[config.mk]
export PLATFORM = sky130hd
export DESIGN_NAME = rsa_decrypt_engine
export DESIGN_NICKNAME = d
export VERILOG_FILES = /design/src/rtl/rsa_decrypt_engine.sv
export SDC_FILE = /design/constraint.sdc
export NUM_CORES = 1
export LEC_CHECK = 0
export CAP_MARGIN = 20
export CELL_PAD_IN_SITES_DETAIL_PLACEMENT = 1
export CELL_PAD_IN_SITES_GLOBAL_PLACEMENT = 2
export CORE_AREA = 4 4 120 65
export DETAILED_ROUTE_END_ITERATION = 10
export DIE_AREA = 0 0 124 69
export GPL_TIMING_DRIVEN = 0
export PLACE_DENSITY = 0.89
export SYNTH_ARGS = -nofsm -noshare
export SYNTH_HDL_FRONTEND = slang
export SYNTH_SLANG_ARGS = --single-unit
export TNS_END_PERCENT = 50
[constraint.sdc]
create_clock -name clk -period 9.95 [get_ports clk]
set_input_delay 1.99 -clock clk [delete_from_list [all_inputs] [get_ports clk]]
set_output_delay 1.99 -clock clk [all_outputs]
set_load 0.01 [all_outputs]
[src/rtl/rsa_decrypt_engine.sv]
// RSA decryption core: m = c^d mod n by right-to-left square-and-multiply over a
// bit-serial interleaved modular multiplier (one BITS-cycle pass per modmul).
module rsa_decrypt_engine #(
  parameter int BITS = 4
) (
  input  logic            clk,
  input  logic            rst_n,
  input  logic            go,
  input  logic [BITS-1:0] c,
  input  logic [BITS-1:0] d_key,
  input  logic [BITS-1:0] n,
  output logic [BITS-1:0] m,
  output logic            done,
  output logic            busy,
  output logic            err
);

  localparam int CW = $clog2(BITS + 1);

  typedef enum logic [2:0] {IDLE, REDUCE, EXP, MULR, SQR, DONE} state_t;

  state_t          state_q, state_d;
  logic [BITS-1:0] e_q, e_d;
  logic [BITS-1:0] n_q, n_d;
  logic [BITS-1:0] base_q, base_d;
  logic [BITS-1:0] res_q, res_d;
  logic [BITS-1:0] a_q, a_d;
  logic [BITS-1:0] b_q, b_d;
  logic [BITS:0]   acc_q, acc_d;
  logic [CW-1:0]   cnt_q, cnt_d;
  logic [BITS-1:0] m_q, m_d;
  logic            done_q, done_d;
  logic            err_q, err_d;

  logic [BITS:0]   nx, ax, acc_dbl, acc_nx;

  // One interleaved step: double, reduce, conditionally add a, reduce.
  // acc < n on entry, so both intermediate values stay below 2n.
  always_comb begin
    nx      = {1'b0, n_q};
    ax      = {1'b0, a_q};
    acc_dbl = acc_q << 1;
    if (acc_dbl >= nx) acc_dbl = acc_dbl - nx;
    acc_nx  = acc_dbl + (b_q[BITS-1] ? ax : '0);
    if (acc_nx >= nx) acc_nx = acc_nx - nx;
  end

  always_comb begin
    state_d = state_q;
    e_d     = e_q;
    n_d     = n_q;
    base_d  = base_q;
    res_d   = res_q;
    a_d     = a_q;
    b_d     = b_q;
    acc_d   = acc_q;
    cnt_d   = cnt_q;
    m_d     = m_q;
    done_d  = 1'b0;
    err_d   = 1'b0;
    case (state_q)
      IDLE: begin
        if (go) begin
          e_d = d_key;
          n_d = n;
          if (n < BITS'(2)) begin
            state_d = DONE;
            done_d  = 1'b1;
            m_d     = '0;
            err_d   = (n == '0);
          end else begin
            state_d = REDUCE;
            a_d     = BITS'(1);
            b_d     = c;
            acc_d   = '0;
            cnt_d   = '0;
            res_d   = BITS'(1);
          end
        end
      end
      REDUCE, MULR, SQR: begin
        acc_d = acc_nx;
        b_d   = b_q << 1;
        cnt_d = cnt_q + CW'(1);
        if (cnt_q == CW'(BITS - 1)) begin
          acc_d = '0;
          cnt_d = '0;
          if (state_q == REDUCE) begin
            base_d  = acc_nx[BITS-1:0];
            state_d = EXP;
          end else if (state_q == MULR) begin
            res_d   = acc_nx[BITS-1:0];
            a_d     = base_q;
            b_d     = base_q;
            state_d = SQR;
          end else begin
            base_d  = acc_nx[BITS-1:0];
            e_d     = e_q >> 1;
            state_d = EXP;
          end
        end
      end
      EXP: begin
        if (e_q == '0) begin
          state_d = DONE;
          done_d  = 1'b1;
          m_d     = res_q;
        end else if (e_q[0]) begin
          state_d = MULR;
          a_d     = res_q;
          b_d     = base_q;
        end else begin
          state_d = SQR;
          a_d     = base_q;
          b_d     = base_q;
        end
      end
      DONE:    state_d = IDLE;
      default: state_d = IDLE;
    endcase
  end

  always_ff @(posedge clk or negedge rst_n) begin
    if (!rst_n) begin
      state_q <= IDLE;
      e_q     <= '0;
      n_q     <= '0;
      base_q  <= '0;
      res_q   <= '0;
      a_q     <= '0;
      b_q     <= '0;
      acc_q   <= '0;
      cnt_q   <= '0;
      m_q     <= '0;
      done_q  <= 1'b0;
      err_q   <= 1'b0;
    end else begin
      state_q <= state_d;
      e_q     <= e_d;
      n_q     <= n_d;
      base_q  <= base_d;
      res_q   <= res_d;
      a_q     <= a_d;
      b_q     <= b_d;
      acc_q   <= acc_d;
      cnt_q   <= cnt_d;
      m_q     <= m_d;
      done_q  <= done_d;
      err_q   <= err_d;
    end
  end

  assign m    = m_q;
  assign done = done_q;
  assign err  = err_q;
  assign busy = (state_q != IDLE);

endmodule

==> results_dict.tcl <==
set metrics [dict create \
    syn-instance-count 272 \
    root_buffer "sky130_fd_sc_hd__clkbuf_16" \
    arithmetic_cell_share_of_the_synthesized_area_counting_full_adders_half_adders_and_majority_gates_pct 8.72 \
    syn_nets 303 \
    final_design_area_no_fill_sq_um 3020 \
    timing.reg2reg.setup_slack_ns 5.68 \
    fp.dieH_um 69 \
    post_synth_main_area_contributors "sky130_fd_sc_hd__dfrtp_1 (39%), sky130_fd_sc_hd__ha_1 (6.4%), sky130_fd_sc_hd__nand2_1 (5.0%)" \
    initial_cell_density_of_the_core_pct 38.7 \
    main_combinational_cell_family_by_area_after_synthesis "compound AO/OA/AOI/OAI gates" \
    synth_area_per_cell_sq_um 9.39 \
    die_area_sq_um 8560 \
    max-slew-margin-rel_pct 38.4 \
    pre_cts_slack_ns 5.70 \
    timing.setup.tns_ns 0 \
    remaining_drc_errors 0 \
    detailedRoute.firstPassIterationCount 4 \
    worst-setup-path-type "reg2reg" \
    dp.final_hpwl_mm 5.13 \
    antenna_found_initial 0 \
    globalplace.congestion 0.897 \
    worst-r2r-cell-count 15 \
    final_layout_size_suffix_gt1_share_pct 9.63 \
    critPathLaunchType "flip-flop" \
    path_max_fanout 4 \
    max_freq_mhz 234 \
    ctsHoldBuffers 0 \
    wirelength_mm 6.57 \
    ys_seq_elements 40 \
    tritoncts "done" \
    outcome "completed" \
    num_antenna_cells 0 \
    tritoncts_buffer_count 5 \
    grtUsageTotal_pct 16.1 \
    drtIter0Drc 89 \
    placedInstanceArea_sq_um 2870 \
    core_region_area_sq_um 6600 \
    core_util_final_pct 45.8 \
    edff_count_synth 0 \
    hold_depth 2 \
    layout-area-overhead-vs-synth_pct 18.4 \
    timing.final.hold_violations 0 \
    yosysTopAreaCellShare_pct 39.2 \
    xor_xnor_portion_of_the_synthesized_cell_area_pct 3.09 \
    die_width_um 124 \
    global_route.overflow_total 0 \
    antenna_left 0 \
    timing_worst_slew_pin_value_ns 0.925 \
    synth-warning-count 0 \
    multiplexer_fraction_of_the_synthesized_cell_area_pct 6.22 \
    type_of_the_tightest_min_delay_check "reg2reg" \
    io-pin-count 22 \
    synthArstFlopShare_pct 100 \
    endpoint_kind "flip-flop" \
    postCtsSetupBuffers 0 \
    setup-violations-final 0 \
    synth-seq-area-share_pct 39.2 \
    timing.final.crit_period_ns 4.27 \
    synth-compound-area-share_pct 20.2 \
    cts.repair.resized 0 \
    cp.required_ns 10.09 \
    average_wire_per_standard_cell_um 16.7 \
    slew_viol_final 0 \
    cts.sinks 40 \
    post_synth_design_cell_area_sq_um 2550 \
    cts.reportedPaths.clkPinSlew_ns 0.06 \
    clockBufferDepth 2 \
    post_synthesis_cell_type_with_the_largest_combined_area "sky130_fd_sc_hd__dfrtp_1" \
    finalNetCount 331 \
    synth.lib_cells_used.distinct 54 \
    max_cap_violations 0 \
    timing.final.ws_setup_ns 5.68 \
    clk_latency_ns 0.28 \
    post_drt_via_cell_ratio 5.38 \
    first_global_vias 2236 \
    global_route_wire_length_before_repair_mm 11.0 \
    place.port_buffers 21 \
    arrival_ns 4.41 \
    core.rowCount 21 \
    ctsHtreeMaxLevel 2 \
    rsz0062_at_grt "no" \
    synthFlopType "sky130_fd_sc_hd__dfrtp_1" \
    route.vias.total 2114 \
    share_of_the_cycle_needed_by_the_critical_path_after_routing_pct 42.9 \
    skew_ns 0.00379 \
    synth_simple_gate_area_share_pct 17.7 \
    pin_count_of_the_biggest_net_entering_global_routing 41 \
]
[logic make-up (layout without fill, tap and decap cells)]
family	count (synthesis)	in the layout
xor gates and xnor gates	9	9
muxes	15	15
adders and majority gates	16	16
DFF	40	40
AOI/OAI and AO/OA	76	76
and+or+nand+nor	89	89
buffers and inverters	27	56
[metal layers]
metal | GRT usage, % | part of all wire (%) | vias up
li1 | - | - | 1028
met3 | 4.08 | 4.0 | 11
met2 | 26.6 | 46 | 37
met4 | 3.16 | 1.1 | 0
met5 | 0 | 0 | -
met1 | 21.5 | 49 | 1038
[sequential cells by signal, indices dropped and copies added (netlist names), 4 cells and up]
register / count
a_q: 4
acc_q: 4
b_q: 4
base_q: 4
e_q: 4
m: 4
n_q: 4
res_q: 4
[cells in the final DEF, fill, tap and decap left out, drive strengths merged, types with 3 or more instances in the layout]
master	count
a21boi	3
a21o	3
a21oi	18
a22o	3
a22oi	3
and2	6
buf	6
clkbuf	11
clkdlybuf4s50	20
dfrtp	40
fa	3
ha	13
inv	17
mux2	7
mux2i	8
nand2	35
nand3	9
nor2	15
nor3	7
o21ai	17
o221ai	3
o31ai	12
or2	3
xnor2	6
xor2	3
[cells in the mapped netlist (3+ instances only)]
cell type,number
sky130_fd_sc_hd__dfrtp_1,40
sky130_fd_sc_hd__a21boi_0,3
sky130_fd_sc_hd__xor2_1,3
sky130_fd_sc_hd__inv_1,17
sky130_fd_sc_hd__o221ai_1,3
sky130_fd_sc_hd__fa_1,3
sky130_fd_sc_hd__nand2_1,34
sky130_fd_sc_hd__a21oi_1,18
sky130_fd_sc_hd__a22o_1,3
sky130_fd_sc_hd__mux2_2,7
sky130_fd_sc_hd__xnor2_1,6
sky130_fd_sc_hd__o31ai_1,12
sky130_fd_sc_hd__o21ai_0,15
sky130_fd_sc_hd__nand3_1,8
sky130_fd_sc_hd__ha_1,13
sky130_fd_sc_hd__nor3_1,7
sky130_fd_sc_hd__a22oi_1,3
sky130_fd_sc_hd__a21o_1,3
sky130_fd_sc_hd__mux2i_1,8
sky130_fd_sc_hd__clkbuf_1,5
sky130_fd_sc_hd__nor2_1,15
sky130_fd_sc_hd__and2_1,5
[through the flow]
stage	cells	hold WS, ns
finish	393	0.489
detailed placement	385	0.479
CTS	393	0.493
global placement	385	0.460
floorplan	272	0.450
global route	393	0.520
[worst paths after layout]
kind,from,end
max,n_q[1]$_DFFE_PN0P_,acc_q[3]$_DFFE_PN0P_
min,m[3]$_DFFE_PN0P_,m[3]$_DFFE_PN0P_
max reg2reg,n_q[1]$_DFFE_PN0P_,acc_q[3]$_DFFE_PN0P_
min reg2reg,m[3]$_DFFE_PN0P_,m[3]$_DFFE_PN0P_
max in group asynchronous,rst_n,a_q[1]$_DFFE_PN0P_
min in group asynchronous,rst_n,n_q[2]$_DFFE_PN0P_
[critical path, cell delays in order, from the launching register on]
cell	delay (ns)
sky130_fd_sc_hd__dfrtp_1	0.40
sky130_fd_sc_hd__inv_1	0.16
sky130_fd_sc_hd__ha_1	0.27
sky130_fd_sc_hd__ha_1	0.20
sky130_fd_sc_hd__o211a_1	0.24
sky130_fd_sc_hd__or2_2	0.31
sky130_fd_sc_hd__mux2_2	0.26
sky130_fd_sc_hd__inv_1	0.06
sky130_fd_sc_hd__fa_1	0.42
sky130_fd_sc_hd__xnor2_1	0.25
sky130_fd_sc_hd__ha_1	0.33
sky130_fd_sc_hd__a21oi_1	0.19
sky130_fd_sc_hd__nand2_1	0.12
sky130_fd_sc_hd__a21o_1	0.23
sky130_fd_sc_hd__nor3_1	0.51
sky130_fd_sc_hd__o31ai_1	0.17
[final cells by class]
type                       count  area, sq um
tap                           92          115
timing repair buffer          21          205
inverter                      17         63.8
fill                         774         3570
clock buffer                   6          139
buffer                        10         58.8
multi-input combinational    205         1430
clock inverter                 2         10.0
sequential                    40         1000
Power is left out: the tool's default activity adds up to more than one toggle a clock period on the data nets, which glitch-free logic cannot reach.
==> RTL change, RTL diff (config.mk and constraints unchanged) <==
Add an input register stage for `go`, `c`, `d_key` and `n`, with the module's reset; this delays them by one clock.
--- a/src/rtl/rsa_decrypt_engine.sv
+++ b/src/rtl/rsa_decrypt_engine.sv
@@ -18,6 +18,25 @@
   localparam int CW = $clog2(BITS + 1);
 
   typedef enum logic [2:0] {IDLE, REDUCE, EXP, MULR, SQR, DONE} state_t;
+
+  logic go_q;
+  logic [BITS-1:0] c_q;
+  logic [BITS-1:0] d_key_q;
+  logic [BITS-1:0] n_r;
+
+  always_ff @(posedge clk or negedge rst_n) begin
+    if (!rst_n) begin
+      go_q    <= '0;
+      c_q     <= '0;
+      d_key_q <= '0;
+      n_r     <= '0;
+    end else begin
+      go_q    <= go;
+      c_q     <= c;
+      d_key_q <= d_key;
+      n_r     <= n;
+    end
+  end
 
   state_t          state_q, state_d;
   logic [BITS-1:0] e_q, e_d;
@@ -60,18 +79,18 @@
     err_d   = 1'b0;
     case (state_q)
       IDLE: begin
-        if (go) begin
-          e_d = d_key;
-          n_d = n;
-          if (n < BITS'(2)) begin
+        if (go_q) begin
+          e_d = d_key_q;
+          n_d = n_r;
+          if (n_r < BITS'(2)) begin
             state_d = DONE;
             done_d  = 1'b1;
             m_d     = '0;
-            err_d   = (n == '0);
+            err_d   = (n_r == '0);
           end else begin
             state_d = REDUCE;
             a_d     = BITS'(1);
-            b_d     = c;
+            b_d     = c_q;
             acc_d   = '0;
             cnt_d   = '0;
             res_d   = BITS'(1);
Behaviour: not the same (a bounded check fails within 4 cycles, from zero or initial values and one cycle with rst_n low).
==> RTL change against the original RTL <==
  * Wire length is 15% higher
  * Worst setup slack worse by 0.065 ns
  * Sequential cell count is 13 higher
  * Sequential share of layout area is 5.2 points higher
  * Final area is 15% higher
  * Critical path type unchanged
  * Via count is 8.8% higher
  * Synthesized area is 15% higher
Power is not shown: default switching activity piles up to over one toggle a cycle in this logic, so the estimate is an artifact.
==> RTL change: results (changes against the original RTL) <==
clock root cell clkbuf_16; DP Worst Slack 5.633 ns (-0.06675 ns); relative slew slack 56.78% (+18 points); Worst-Skew Late Latency 0.30 ns (+0.02 ns); Longest Clk Path Bufs 2 (unchanged); top cells by count, synth dfrtp_1, nand2_1, o21ai_0; share of cells above drive strength 1 11.76% (+2.1 points); CTS resizes 0 (unchanged); CP max stage cell dfrtp_1; register area share after synthesis 45.01% (+5.8 points); initial antenna violation count 0 (unchanged); synthesized net count 324 (+6.9%); TritonRoute pass-1 iters 4 (unchanged); Yosys cell types 55 (+1.9%); Post-synth ARST share 100.0% (unchanged); synth warn 0 (unchanged); top cells by area, synth dfrtp_1, ha_1, nand2_1; CP Max Fanout 5 (+1); Post CTS Setup Buffer Count 0 (unchanged); Iter 0 DRT Violations 80 (-10%); Placer Congestion 0.8410 (-6.2%); global-route wire length before repair 12880 µm (+17%); Hold Crit Class reg2reg; nets@finish 353 (+6.6%); status finished, final reports clean; overall routing resource usage 19.13% (+3.0 points); Via density 5.542 (+3.0%); diode count 0 (unchanged); Post-synth EDFFs 0 (unchanged); CTS HTree Levels 2 (unchanged); CP top delay family compound AO/OA/AOI/OAI gates; Critical Path AT 4.52 ns (+0.11 ns); total CTS buffers 5 (unchanged); filler instances 754 (-2.6%); CP max stage delay 0.40 ns (-0.11 ns); Setup Skew 0.008507 ns (+0.004713 ns); largest net degree at the start of global routing 36 (-12%); Final HPWL DP 5660 µm (+10%); clk slew on worst S/H paths 0.07 ns; PortBufs 21 (unchanged); vias in the first global route 2484 (+11%); wire per inst 18.27 µm (+9.3%)
RTL change: cell type report:
type                            instances  area share [%]
Sequential cell                        53           38.29
Tap cell                               92           3.324
Clock inverter                          2           1.084
Clock buffer                            6           4.010
Multi-Input combinational cell        211           43.39
Inverter                               18           1.951
Buffer                                 11           1.445
Timing Repair Buffer                   22           6.503
RTL change: stage by stage:
stage | cells | hold WS, ns | instance area [µm²] | util [%]
global route | 415 | 0.4862 | 3463 | 52.51
global placement | 406 | 0.4563 | 3272 | 49.61
CTS | 415 | 0.4608 | 3463 | 52.51
finish | 415 | 0.4589 | 3463 | 52.51
detailed placement | 407 | 0.4507 | 3287 | 49.84
floorplan | 293 | 0.4009 | 2947 | -
RTL change: path summary, 6_finish.rpt:
path	depth (start not counted)	slack, ns	to	start
max in group asynchronous	2	7.78	n_r[2]	rst_n
worst min-delay path	1	0.46	err	n_r[0]
min in group asynchronous	1	1.63	d_key_q[3]	rst_n
worst max register to register	16	5.61	acc_q[3]	n_q[1]
worst min register to register	1	0.46	err	n_r[0]
worst max-delay path	16	5.61	acc_q[3]	n_q[1]
RTL change: logic make-up (layout without fill, tap and decap cells):
group                    Yosys count  after routing  share of synthesized area (%)
AO/OA/AOI/OAI                     86             86                          20.30
AND/OR/NAND/NOR                   84             84                          14.44
flip-flops                        53             53                          45.01
buffers and inverters             29             59                          3.991
adder cells (fa/ha/maj)           16             16                          7.559
multiplexers                      16             16                          5.775
XOR/XNOR                           9              9                          2.930
RTL change: per-layer routing:
layer  global-route usage (%)  part of all wire (%)
met1                    26.82                    49
met2                    30.40                    46
met3                    3.513                   4.1
met4                    5.097                  0.47
met5                        0                     0
